$ cat src/rtl/clk_cfg_master.sv
// -----------------------------------------------------------------------------
// clk_cfg_master
// APB-to-clock-configuration bridge. Each APB access becomes exactly one
// req/ack transaction on the selected clock domain (soc, per, cluster), or a
// local status-register access (target 3).
//
// Ports
//   clk_i, rst_i                 clock, synchronous active-high reset
//   psel_i/penable_i/pwrite_i    APB control
//   paddr_i[11:0]                [5:4] target, [3:2] register
//   pwdata_i / prdata_o          APB write / read data
//   pready_o / pslverr_o         APB response
//   <dom>_cfg_req_o/ack_i        per-domain request / acknowledge
//   <dom>_cfg_add_o/data_o/wrn_o latched address, write data, 1=write
//   <dom>_cfg_r_data_i           per-domain read data
//   <dom>_cfg_lock_i             PLL lock, asynchronous
//
// Optional feature: define CLK_CFG_TIMEOUT_EN to bound the ack wait to
// TIMEOUT_CYCLES cycles (error response 32'hdeadda7a plus sticky status bit 8).
// -----------------------------------------------------------------------------
module clk_cfg_master #(
  parameter int unsigned TIMEOUT_CYCLES = 256
) (
  input  logic        clk_i,
  input  logic        rst_i,
  input  logic        psel_i,
  input  logic        penable_i,
  input  logic        pwrite_i,
  input  logic [11:0] paddr_i,
  input  logic [31:0] pwdata_i,
  output logic [31:0] prdata_o,
  output logic        pready_o,
  output logic        pslverr_o,

  output logic        soc_cfg_req_o,
  input  logic        soc_cfg_ack_i,
  output logic [1:0]  soc_cfg_add_o,
  output logic [31:0] soc_cfg_data_o,
  output logic        soc_cfg_wrn_o,
  input  logic [31:0] soc_cfg_r_data_i,
  input  logic        soc_cfg_lock_i,

  output logic        per_cfg_req_o,
  input  logic        per_cfg_ack_i,
  output logic [1:0]  per_cfg_add_o,
  output logic [31:0] per_cfg_data_o,
  output logic        per_cfg_wrn_o,
  input  logic [31:0] per_cfg_r_data_i,
  input  logic        per_cfg_lock_i,

  output logic        cluster_cfg_req_o,
  input  logic        cluster_cfg_ack_i,
  output logic [1:0]  cluster_cfg_add_o,
  output logic [31:0] cluster_cfg_data_o,
  output logic        cluster_cfg_wrn_o,
  input  logic [31:0] cluster_cfg_r_data_i,
  input  logic        cluster_cfg_lock_i
);

  typedef enum logic [1:0] {
    ST_IDLE,
    ST_REQ,
    ST_DONE
  } state_t;

  localparam logic [1:0]  TGT_LOCAL   = 2'd3;
  localparam logic [31:0] ERR_PATTERN = 32'hdeadda7a;

  state_t      r_state;
  logic [1:0]  r_tgt;
  logic [1:0]  r_add;
  logic [31:0] r_data;
  logic        r_wrn;
  logic [2:0]  r_req;
  logic        r_pready;
  logic [31:0] r_prdata;
  logic [2:0]  r_lock_meta;
  logic [2:0]  r_lock_sync;

  logic [2:0]  w_lock;
  logic        w_sel_ack;
  logic [31:0] w_sel_rdata;
  logic [2:0]  w_req_onehot;
  logic        w_sticky;
  logic [31:0] w_status;
  logic        w_access;
  logic [1:0]  w_tgt_in;
  logic [1:0]  w_reg_in;

  assign w_lock   = {cluster_cfg_lock_i, per_cfg_lock_i, soc_cfg_lock_i};
  assign w_access = psel_i & penable_i;
  assign w_tgt_in = paddr_i[5:4];
  assign w_reg_in = paddr_i[3:2];
  assign w_status = {23'd0, w_sticky, 5'd0, r_lock_sync};

`ifdef CLK_CFG_TIMEOUT_EN
  localparam int unsigned CNT_W = (TIMEOUT_CYCLES > 1) ? $clog2(TIMEOUT_CYCLES) : 1;
  localparam logic [CNT_W-1:0] CNT_LAST = CNT_W'(TIMEOUT_CYCLES - 1);

  logic [CNT_W-1:0] r_cnt;
  logic             r_sticky;
  logic             r_pslverr;

  assign w_sticky  = r_sticky;
  assign pslverr_o = r_pslverr;
`else
  logic w_unused_cfg;
  assign w_unused_cfg = (TIMEOUT_CYCLES == 0);
  assign w_sticky     = 1'b0;
  assign pslverr_o    = 1'b0;
`endif

  logic w_unused_addr;
  assign w_unused_addr = ^{paddr_i[11:6], paddr_i[1:0]};

  // Ack and read data of the latched target only; acks from other domains
  // never influence the FSM.
  always_comb begin
    w_sel_ack   = 1'b0;
    w_sel_rdata = '0;
    case (r_tgt)
      2'd0: begin w_sel_ack = soc_cfg_ack_i;     w_sel_rdata = soc_cfg_r_data_i;     end
      2'd1: begin w_sel_ack = per_cfg_ack_i;     w_sel_rdata = per_cfg_r_data_i;     end
      2'd2: begin w_sel_ack = cluster_cfg_ack_i; w_sel_rdata = cluster_cfg_r_data_i; end
      default: ;
    endcase
  end

  always_comb begin
    w_req_onehot = '0;
    case (w_tgt_in)
      2'd0:    w_req_onehot = 3'b001;
      2'd1:    w_req_onehot = 3'b010;
      2'd2:    w_req_onehot = 3'b100;
      default: ;
    endcase
  end

  always_ff @(posedge clk_i) begin
    if (rst_i) begin
      r_lock_meta <= '0;
      r_lock_sync <= '0;
    end else begin
      r_lock_meta <= w_lock;
      r_lock_sync <= r_lock_meta;
    end
  end

  always_ff @(posedge clk_i) begin
    if (rst_i) begin
      r_state   <= ST_IDLE;
      r_tgt     <= '0;
      r_add     <= '0;
      r_data    <= '0;
      r_wrn     <= 1'b0;
      r_req     <= '0;
      r_pready  <= 1'b0;
      r_prdata  <= '0;
`ifdef CLK_CFG_TIMEOUT_EN
      r_cnt     <= '0;
      r_sticky  <= 1'b0;
      r_pslverr <= 1'b0;
`endif
    end else begin
      case (r_state)
        ST_IDLE: begin
          if (w_access) begin
            r_tgt  <= w_tgt_in;
            r_add  <= w_reg_in;
            r_wrn  <= pwrite_i;
            r_data <= pwdata_i;
            if (w_tgt_in == TGT_LOCAL) begin
              // Local register: answered straight from IDLE, no req issued.
              r_pready <= 1'b1;
              r_prdata <= (!pwrite_i && w_reg_in == 2'd0) ? w_status : '0;
`ifdef CLK_CFG_TIMEOUT_EN
              if (pwrite_i && w_reg_in == 2'd0 && pwdata_i[8])
                r_sticky <= 1'b0;
`endif
              r_state <= ST_DONE;
            end else begin
              r_req   <= w_req_onehot;
`ifdef CLK_CFG_TIMEOUT_EN
              r_cnt   <= '0;
`endif
              r_state <= ST_REQ;
            end
          end
        end

        ST_REQ: begin
          // Ack is checked first so it wins over a coincident timeout.
          if (w_sel_ack) begin
            r_req    <= '0;
            r_pready <= 1'b1;
            r_prdata <= r_wrn ? '0 : w_sel_rdata;
            r_state  <= ST_DONE;
          end
`ifdef CLK_CFG_TIMEOUT_EN
          else if (r_cnt == CNT_LAST) begin
            r_req     <= '0;
            r_pready  <= 1'b1;
            r_pslverr <= 1'b1;
            r_prdata  <= ERR_PATTERN;
            r_sticky  <= 1'b1;
            r_state   <= ST_DONE;
          end else begin
            r_cnt <= r_cnt + 1'b1;
          end
`endif
        end

        ST_DONE: begin
          r_pready  <= 1'b0;
          r_prdata  <= '0;
`ifdef CLK_CFG_TIMEOUT_EN
          r_pslverr <= 1'b0;
`endif
          r_state   <= ST_IDLE;
        end

        default: r_state <= ST_IDLE;
      endcase
    end
  end

`ifndef CLK_CFG_TIMEOUT_EN
  logic w_unused_err;
  assign w_unused_err = ^ERR_PATTERN;
`endif

  assign pready_o = r_pready;
  assign prdata_o = r_prdata;

  assign soc_cfg_req_o      = r_req[0];
  assign per_cfg_req_o      = r_req[1];
  assign cluster_cfg_req_o  = r_req[2];

  assign soc_cfg_add_o      = r_add;
  assign per_cfg_add_o      = r_add;
  assign cluster_cfg_add_o  = r_add;
  assign soc_cfg_data_o     = r_data;
  assign per_cfg_data_o     = r_data;
  assign cluster_cfg_data_o = r_data;
  assign soc_cfg_wrn_o      = r_wrn;
  assign per_cfg_wrn_o      = r_wrn;
  assign cluster_cfg_wrn_o  = r_wrn;

endmodule

$ cat config.mk
export PLATFORM = sky130hd
export DESIGN_NAME = clk_cfg_master
export DESIGN_NICKNAME = d
export VERILOG_FILES = /design/src/rtl/clk_cfg_master.sv
export SDC_FILE = /design/constraint.sdc
export NUM_CORES = 1
export LEC_CHECK = 0
export ABC_AREA = 0
export BUFFER_PORTS_ARGS = -buffer_cell sky130_fd_sc_hd__clkbuf_2
export CELL_PAD_IN_SITES_DETAIL_PLACEMENT = 1
export CELL_PAD_IN_SITES_GLOBAL_PLACEMENT = 1
export CORE_UTILIZATION = 31
export DETAILED_ROUTE_END_ITERATION = 8
export PLACE_DENSITY_LB_ADDON = 0.15
export SYNTH_ARGS = -nofsm -noshare
export SYNTH_HDL_FRONTEND = slang
export SYNTH_SLANG_ARGS = --single-unit
$ cat constraint.sdc
create_clock -name clk_i -period 3.4 [get_ports clk_i]
set_clock_uncertainty 0.1 [all_clocks]
set_input_delay 0.51 -clock clk_i [delete_from_list [all_inputs] [get_ports clk_i]]
set_output_delay 0.51 -clock clk_i [all_outputs]
set_load 0.005 [all_outputs]
==> results of run 1 <==
kinds of logic after synthesis:
logic type / Yosys count / share of synthesized area
fa+ha+maj: 4 / 0.0111
mux: 33 / 0.0732
compound gates: 154 / 0.183
other cells: 1 / 0.000831
buf+inv: 117 / 0.166
flops: 81 / 0.359
simple gates: 187 / 0.206
layer usage:
layer	routed length, microns	share of wire
met1	5680	0.40
met2	7430	0.52
met3	1010	0.071
met4	202	0.014
met5	0	0
stage by stage:
stage / cell area (sq um) / hold slack (ns) / utilization
2_1_floorplan: 4510 / 0.314 / -
3_3_place_gp: 5480 / 0.322 / 0.390
3_5_place_dp: 5480 / 0.327 / 0.390
4_1_cts: 5740 / 0.274 / 0.409
5_1_grt: 5740 / 0.277 / 0.409
6_report: 5740 / 0.286 / 0.409
cell type report:
cell class                 instances  share of cell area
tap                              180              0.0392
clock buffer                      11              0.0423
clock inverter                     4             0.00349
multi-input combinational        379               0.373
timing repair buffer             290               0.256
inverter                           5             0.00327
sequential                        81               0.283
worst paths after layout:
path                                          from             end  cells past startpoint
worst min-delay path            cluster_cfg_lock_i  r_lock_meta[2]                      2
worst max register to register            r_tgt[0]     prdata_o[4]                      4
worst min register to register      r_lock_meta[0]  r_lock_sync[0]                      1
worst max-delay path                      r_tgt[0]     prdata_o[4]                      4
critical path, cell delays in order (launching register included):
cell and delay, ns:
sky130_fd_sc_hd__dfxtp_2 0.75, sky130_fd_sc_hd__mux2i_1 0.23, sky130_fd_sc_hd__o211ai_2 0.49, sky130_fd_sc_hd__nand2_2 0.48
sky130_fd_sc_hd__o21ai_0 0.28
cells in the final DEF (no fill, tap or decap), types with 2 or more instances in the layout:
cell type / count
sky130_fd_sc_hd__clkbuf_2: 282
sky130_fd_sc_hd__dfxtp_1: 80
sky130_fd_sc_hd__nand2_1: 78
sky130_fd_sc_hd__o21ai_0: 67
sky130_fd_sc_hd__a21oi_1: 50
sky130_fd_sc_hd__nor2b_1: 36
sky130_fd_sc_hd__mux2i_1: 33
sky130_fd_sc_hd__nor2_1: 29
sky130_fd_sc_hd__and2_1: 28
sky130_fd_sc_hd__o21ai_1: 21
sky130_fd_sc_hd__clkbuf_16: 9
sky130_fd_sc_hd__buf_4: 7
sky130_fd_sc_hd__inv_1: 5
sky130_fd_sc_hd__a311oi_1: 4
sky130_fd_sc_hd__ha_1: 4
sky130_fd_sc_hd__clkinv_2: 4
sky130_fd_sc_hd__o22ai_1: 3
sky130_fd_sc_hd__a31oi_1: 3
sky130_fd_sc_hd__nand3_1: 2
sky130_fd_sc_hd__or4b_1: 2
power by group:
group | switching [mW] | internal (mW) | total (mW)
sequential | 0.0449 | 0.994 | 1.04
clock | 0.372 | 0.505 | 0.878
combinational | 0.250 | 0.198 | 0.448
total | 0.667 | 1.70 | 2.36
registers in the layout, indices dropped and copies added, names as in the netlist:
signal              count
r_state                 2
prdata_o               32
cluster_cfg_data_o     32
cluster_cfg_wrn_o       1
cluster_cfg_add_o       2
r_req                   3
r_tgt                   2
r_lock_meta             3
pready_o                1
r_lock_sync             3
==> reports/metrics.csv, run 1 <==
metric;value;unit
Net Count, Synth;732;
WL/cell;15.1;microns
WP data required;3.55;ns
unique cell type count in the Yosys netlist;41;
worst reg-to-reg setup slack;0.96;ns
Syn-to-layout area delta;27.2;%
worst-path fanout max;28;
number of flip-flops and latches in the synthesized netlist;81;
Crit Path Class;reg -> reg;
wire length of the first global-routing pass;22000;microns
number of setup violations in the final report;0;
final routed wirelength across all metal layers;14300;microns
Die ar.;0.0150;sq mm
gpl congestion;0.819;
met2 track utilization from global routing;0.359;
average footprint of a synthesized cell;7.82;sq um
total of max-cap violations;0;
total gr overflow;0;
Seq/Total Area, Yosys;0.359;
Yosys top cell by area;sky130_fd_sc_hd__dfxtp_1;
Final Critical Period;2.44;ns
CTS resizes;0;
number of I/O port buffers;283;
startpoint class of the critical path;flop;
hold bufs inserted after CTS;0;
Top-Level Pins;293;
area of all sequential standard cells;0.00162;sq mm
critical path endpoint category;flop;
clock sink count;81;
first-pass iteration count of the detailed router;4;
placed insts;935;
row count;43;
unrepaired setup endpoints after global routing;no;
maximum buffer depth of the clock tree;2;
final worst path period share;0.716;
number of enable flip-flop cells after synthesis;0;
Die Y-Extent;123;microns
worst-case vdd ir drop;0.000197;V
FMAX;411;MHz
Antenna Violating Nets Remaining;0;
post-synth top area share;0.359;
clock tree from TritonCTS;built;
class of the worst hold path;in -> reg;
Filler cells;1816;
share of cells above drive strength 1;0.406;
GR Layer Usage met1;0.204;
nets;921;
total power divided by cell area;412;mW/mm^2
Leakage Power;2.70;nW
YS warnings;0;
Mapped Cells;577;
clock slew at the register clock pins of the worst setup and hold paths;0.06;ns
library cell with the highest instance count after synthesis;sky130_fd_sc_hd__dfxtp_1;
most used routing layer in global routing;met2;
area of combinational cells with multiple inputs;0.00214;sq mm
synthesized area;0.00451;sq mm
total chip power;2.36;mW
H-tree levels;3;
core area;0.0140;sq mm
share of synthesized registers carrying an async set or reset;0;
arrival time reported for the critical path endpoint;2.59;ns
met3 track demand over resource;0.0497;
First DRT Iteration DRCs;82;
number of global-route vias before repair;4556;
top cells by count, synth;sky130_fd_sc_hd__dfxtp_1, sky130_fd_sc_hd__nand2_1, sky130_fd_sc_hd__buf_4;
max-slew headroom at the worst pin;0.353;
buffer type at the clock tree root;sky130_fd_sc_hd__clkbuf_16;
antenna violations before repair;0;
n_diodes;0;
final HPWL from detailed placement;11000;microns
post-CTS setup buffer count;0;
fin. max-slew vios;0;
non-filler instance count after layout;950;
min setup slack post-route;0.964;ns
all-layer global routing usage;0.190;
horizontal extent of the die;123;microns
Tightest Pin Transition;0.971;ns
worst setup slack after placement;0.889;ns
ys flop type;sky130_fd_sc_hd__dfxtp_1;
status;completed;
via count;4550;
number of buffers created by CTS;9;
final number of hold-violating endpoints;0;
clock latency of the later-clocked register in the worst-skew pair;0.34;ns
post-DR vias/cell;4.79;
effective utilization at floorplan;0.321;
main area contributors after synthesis;sky130_fd_sc_hd__dfxtp_1, sky130_fd_sc_hd__buf_4, sky130_fd_sc_hd__o21ai_0;
DRC violations left;0;
Total Neg Setup Slack;0;ns
largest net degree at the start of global routing;33;
No activity file was read; power rests on OpenSTA's default activity.
==> inputs of run 2 (changes only) <==
CORE_UTILIZATION = 29   (was 31)
clock period = 2.3 ns   (was 3.4 ns; I/O delays follow)
==> run 2 against run 1 <==
  * Worst hold slack worse by 0.17 ns
  * Critical path type unchanged
  * Design area is 2.3% higher
  * Combinational power increased by 51%
  * Largest power group is now clock
  * Non-clock buffer count grew 2
  * Critical path depth rose by 1
  * Highest routed layer is now met5
==> reports/metrics.csv, run 2 (synthesis gave the netlist of run 1 again) <==
metric;value;unit;change
number of I/O port buffers;283;;unchanged
fraction of power consumed by combinational cells;0.173;;-0.016
met1 WL;5660;microns;-0.35%
share of cells above drive strength 1;0.410;;+0.00360
fin util;0.386;;-0.0226
all-layer global routing usage;0.180;;-0.0105
effective utilization at floorplan;0.297;;-0.0245
final routed wirelength across all metal layers;14300;microns;-0.35%
Tightest Pin Transition;0.950;ns;-0.0209 ns
First DRT Iteration DRCs;79;;-3.7%
Filler cells;1944;;+7.0%
Antenna Violating Nets Remaining;0;;unchanged
post-placement cell area;0.00552;sq mm;+0.68%
Syn-to-layout area delta;30.1;%;
number of setup violations in the final report;0;;unchanged
source of the worst hold timing path;per_cfg_lock_i;;
status;completed;;
max-slew headroom at the worst pin;0.366;;+0.0139
placed insts;945;;+1.1%
H-tree levels;3;;unchanged
final number of hold-violating endpoints;0;;unchanged
clock latency of the later-clocked register in the worst-skew pair;0.33;ns;about the same
min setup slack post-route;0.261;ns;-0.704 ns
clock sink count;81;;unchanged
Crit path max-delay family;compound AO/OA/AOI/OAI gates;;
depth of the worst hold-timing path;2;;unchanged
Reg2Reg Launch Point;r_state[0];;
unrepaired setup endpoints after global routing;no;;
Post-Layout Inst Area;0.00587;sq mm;+2.3%
Final Critical Period;2.04;ns;-0.396 ns
final worst path period share;0.887;;+0.170
post-CTS setup buffer count;0;;unchanged
non-filler instance count after layout;962;;+1.3%
row count;45;;+4.7%
core area;0.0152;sq mm;+8.3%
clock slew at the register clock pins of the worst setup and hold paths;0.06;ns;about the same
total length of routed met3 wires;1170;microns;+15%
critical path endpoint category;flop;;
Worst path max stage delay;0.72;ns;-0.03 ns
Worst Reg2Reg Path Length in Cells;5;;+1
Die Y-Extent;127;microns;+3.3%
Internal Dissipation;2.86;mW;+69%
total gr overflow;0;;unchanged
topmost layer with routed signal wires;met5;;
number of global-route vias before repair;4559;;+0.066%
number of buffers created by CTS;9;;unchanged
WL/cell;14.8;microns;-1.6%
largest net degree at the start of global routing;82;;+150%
arrival time reported for the critical path endpoint;2.20;ns;-0.39 ns
antenna violations before repair;2;;+2
fin. max-slew vios;0;;unchanged
WP data required;2.46;ns;-1.09 ns
CP Cell Sequence;inv_1 -> ha_1 -> a21o_1 -> o21ai_0 -> a21oi_1;;
Slowest-stage cell, CP;sky130_fd_sc_hd__a21o_1;;
worst reg-to-reg setup slack;0.26;ns;-0.70 ns
Worst Hold Margin;0.119;ns;-0.167 ns
Leakage Power;2.75;nW;+1.8%
hold bufs inserted after CTS;0;;unchanged
DRC violations left;0;;unchanged
CTS resizes;0;;unchanged
worst-path fanout max;29;;+3.6%
nets;923;;+0.22%
post-DR vias/cell;4.66;;-2.8%
final HPWL from detailed placement;10700;microns;-2.5%
area of combinational cells with multiple inputs;0.00214;sq mm;unchanged
sum of met2 wire segment lengths after detailed routing;7180;microns;-3.3%
commonest non-fill, non-tap cell in the layout;sky130_fd_sc_hd__clkbuf_2;;
Endpoint, Worst Hold;r_lock_meta[1];;
via count;4480;;-1.5%
Total Neg Setup Slack;0;ns;unchanged
startpoint class of the critical path;flop;;
horizontal extent of the die;127;microns;+3.3%
total chip power;3.90;mW;+65%
Top-Level Pins;293;;unchanged
buffer type at the clock tree root;sky130_fd_sc_hd__clkbuf_16;;
total of max-cap violations;0;;unchanged
capture instance of the worst register-to-register path;prdata_o[30];;
switching part of the total power;0.266;;-0.0162
relative contribution of sequential cells to total power;0.391;;-0.048
area of all sequential standard cells;0.00162;sq mm;unchanged
maximum buffer depth of the clock tree;2;;unchanged
wire length of the first global-routing pass;22600;microns;+2.5%
clock tree from TritonCTS;built;;
gpl congestion;0.752;;-8.2%
number of buffers and inverters on the critical path;1;;+1
most frequent cells in the layout;sky130_fd_sc_hd__clkbuf_2, sky130_fd_sc_hd__dfxtp_1, sky130_fd_sc_hd__nand2_1;;
Crit Path Class;reg -> reg;;
clock share of power;0.436;;+0.065
first-pass iteration count of the detailed router;4;;unchanged
worst-case vdd ir drop;0.000338;V;+72%
FMAX;490;MHz;+19%
total net switching power;1.04;mW;+55%
total power divided by cell area;663;mW/mm^2;+61%
worst setup slack after placement;0.211;ns;-0.678 ns
class of the worst hold path;in -> reg;;
Die ar.;0.0161;sq mm;+6.8%
[run 2: area by class of cell]
cell class / instances / share of cell area
timing repair buffer: 292 / 0.255
inverter: 5 / 0.00319
clock buffer: 10 / 0.0407
multi-input combinational: 379 / 0.365
antenna: 1 / 0.000426
clock inverter: 6 / 0.0196
sequential: 81 / 0.276
tap: 188 / 0.0400
[run 2: worst register-to-register path: cells and delay by family, from the launching register on]
kind | cells | cell delay [ns]
AOI/OAI and AO/OA | 3 | 1.13
DFF | 1 | 0.33
adders and majority gates | 1 | 0.32
buffers and inverters | 1 | 0.10
[run 2: routing by layer]
metal  up-vias  global-route usage
met4         2              0.0672
met1      2049               0.187
met2       180               0.335
li1       2234                   -
met5         -                   0
met3        15              0.0586
[run 2: how the worst max path moves through the flow]
stage	from	slack, ns	cells after the start	end
floorplan	r_state[0]	0.55	6	prdata_o[0]
global placement	r_state[0]	0.36	7	r_req[0]
detailed placement	r_state[1]	0.21	5	prdata_o[30]
CTS	r_state[0]	0.20	5	prdata_o[30]
global route	r_state[0]	0.03	5	prdata_o[30]
finish	r_state[0]	0.26	5	prdata_o[30]
[run 2: power groups by stage]
stage,registers [mW],clock network [mW],logic [mW]
finish,1.52,1.70,0.676
global route,1.53,1.82,0.766
CTS,1.52,1.75,0.695
detailed placement,1.55,0,0.693
global placement,1.55,0,0.680
floorplan,1.55,0,0.452
==> inputs of run 3 (changes only) <==
CORE_ASPECT_RATIO = 2   (was not set)
CTS_CLUSTER_SIZE = 40   (was not set)
SETUP_SLACK_MARGIN = 0.2   (was not set)
==> run 3 against run 2 <==
  * Worst hold slack improved by 0.0088 ns
  * Register-to-register slack improved by 0.11 ns
  * Worst setup slack improved by 0.11 ns
  * Count of clock-buffer cells in the layout increased by 1
  * Global-route usage decreased by 0.37 points
  * Sequential share of layout area about the same
  * Critical endpoint is now prdata_o[0]
  * Non-clock buffer count increased by 3
==> reports/metrics.csv, run 3 (synthesis gave the netlist of run 1 again) <==
metric;value;unit;change
met2 track utilization from global routing;0.371;;+0.0358
area of all sequential standard cells;0.00162;sq mm;unchanged
worst-case vdd ir drop;0.000459;V;+36%
worst-path fanout max;3;;-90%
final worst path period share;0.840;;-0.0469
final HPWL from detailed placement;11400;microns;+5.9%
post-DR vias/cell;4.67;;+0.31%
Worst Reg2Reg Path Length in Cells;6;;+1
startpoint class of the critical path;flop;;
arrival time reported for the critical path endpoint;2.07;ns;-0.13 ns
clock latency of the later-clocked register in the worst-skew pair;0.33;ns;about the same
share of cells above drive strength 1;0.418;;+0.00744
effective utilization at floorplan;0.297;;about the same
clock slew at the register clock pins of the worst setup and hold paths;0.07;ns;about the same
Final Critical Period;1.93;ns;-0.108 ns
FMAX;518;MHz;+5.6%
source of the worst hold timing path;pwdata_i[22];;
most frequent cells in the layout;sky130_fd_sc_hd__clkbuf_2, sky130_fd_sc_hd__dfxtp_1, sky130_fd_sc_hd__nand2_1;;
Tightest Pin Transition;0.579;ns;-0.371 ns
clock sink count;81;;unchanged
total gr overflow;0;;unchanged
nets;926;;+0.33%
Leakage Power;2.73;nW;-0.61%
commonest non-fill, non-tap cell in the layout;sky130_fd_sc_hd__clkbuf_2;;
Top-Level Pins;293;;unchanged
number of global-route vias before repair;4511;;-1.1%
Die Y-Extent;178;microns;+41%
post-CTS setup buffer count;0;;unchanged
total of max-cap violations;0;;unchanged
DRC violations left;0;;unchanged
Slowest-stage cell, CP;sky130_fd_sc_hd__or4_4;;
unrepaired setup endpoints after global routing;no;;
area of combinational cells with multiple inputs;0.00216;sq mm;+0.53%
core area;0.0152;sq mm;about the same
Crit Path Class;reg -> reg;;
total power divided by cell area;632;mW/mm^2;-4.7%
worst reg-to-reg setup slack;0.37;ns;+0.11 ns
number of I/O port buffers;283;;unchanged
Die ar.;0.0161;sq mm;+0.19%
Total Neg Setup Slack;0;ns;unchanged
GR Layer Usage met1;0.160;;-0.0272
total chip power;3.71;mW;-4.8%
Crit. Startpoint;r_state[0];;
First DRT Iteration DRCs;87;;+10%
class of the worst hold path;in -> reg;;
Syn-to-layout area delta;30.0;%;about the same
depth of the worst hold-timing path;3;;+1
n_diodes;0;;-1
number of setup violations in the final report;0;;unchanged
antenna violations before repair;0;;-2
Reg2Reg Launch Point;r_state[0];;
WL/cell;14.8;microns;-0.11%
final number of hold-violating endpoints;0;;unchanged
largest net degree at the start of global routing;55;;-33%
buffer type at the clock tree root;sky130_fd_sc_hd__clkbuf_16;;
via count;4550;;+1.6%
clock tree from TritonCTS;built;;
Filler cells;1972;;+1.4%
met3 track demand over resource;0.0341;;-0.0245
most used routing layer in global routing;met2;;
row count;64;;+42%
status;completed;;
wire length of the first global-routing pass;22400;microns;-0.95%
WP data required;2.44;ns;-0.02 ns
number of buffers created by CTS;9;;unchanged
Endpoint, Worst Hold;cluster_cfg_data_o[22];;
CP Cell Sequence;inv_1 -> ha_2 -> or4_4 -> o22ai_1 -> a31oi_1 -> a311oi_1;;
final routed wirelength across all metal layers;14400;microns;+1.1%
gpl congestion;0.742;;-1.3%
Antenna Violating Nets Remaining;0;;unchanged
horizontal extent of the die;90.2;microns;-29%
fin. max-slew vios;0;;unchanged
critical path endpoint category;flop;;
capture instance of the worst register-to-register path;prdata_o[0];;
max-slew headroom at the worst pin;0.614;;+0.248
Worst path max stage delay;0.45;ns;-0.27 ns
first-pass iteration count of the detailed router;4;;unchanged
all-layer global routing usage;0.176;;-0.00374
maximum buffer depth of the clock tree;2;;unchanged
H-tree levels;3;;unchanged
==> run 3: cell types whose count changed in the layout (fill, tap and decap cells not counted), sizes merged <==
cell,change
clkinv,-1
diode,-1
bufinv,-2
inv,+2
buf,+2
clkbuf,+2
==> run 3: metrics by stage <==
stage               utilization  hold WS, ns  worst slack, ns  area, sq um  cells
CTS                       0.385        0.113            0.243         5860    974
finish                    0.386        0.128            0.369         5870    974
global route              0.386        0.123            0.231         5870    974
floorplan                     -        0.314            0.547         4510    577
detailed placement        0.364        0.333            0.199         5540    958
global placement          0.364        0.326            0.289         5540    958
==> run 3: final cells by class <==
type | count | area share
multi-input cells | 379 | 0.367
inverters | 5 | 0.00320
flip-flops and latches | 81 | 0.276
clock inverters | 5 | 0.0102
repair buffers | 295 | 0.258
clock buffers | 11 | 0.0431
well taps | 198 | 0.0422
==> run 3: power by group <==
part	switching, mW	internal [mW]	leakage (nW)
combinational	0.384	0.305	1.92
clock	0.590	0.906	0.153
sequential	0.0553	1.47	0.659
==> run 3: how the worst max path moves through the flow <==
stage,depth (start not counted),endpoint,slack [ns]
3_3_place_gp,7,r_req[1],0.29
5_1_grt,6,prdata_o[31],0.23
2_1_floorplan,6,prdata_o[0],0.55
3_5_place_dp,7,r_req[1],0.20
4_1_cts,6,prdata_o[5],0.24
6_report,6,prdata_o[0],0.37
==> run 3: metal layers <==
metal  up-vias  share of wire
li1       2238              -
met1      2128           0.34
met2       171           0.59
met3        13          0.052
met4         0          0.019
met5         -              0
==> run 3: critical path: cells and delay by family, from the launching register on <==
kind / cells / cell delay [ns]
buf+inv: 1 / 0.09
flops: 1 / 0.37
fa+ha+maj: 1 / 0.31
simple gates: 1 / 0.45
compound gates: 3 / 0.54
==> run 3: repair_timing <==
action                                  in CTS  in global routing
hold endpoints to repair                     0                  0
gates resized for setup                      1                  6
hold buffers                                 0                  0
endpoints found under the setup margin       2                 32
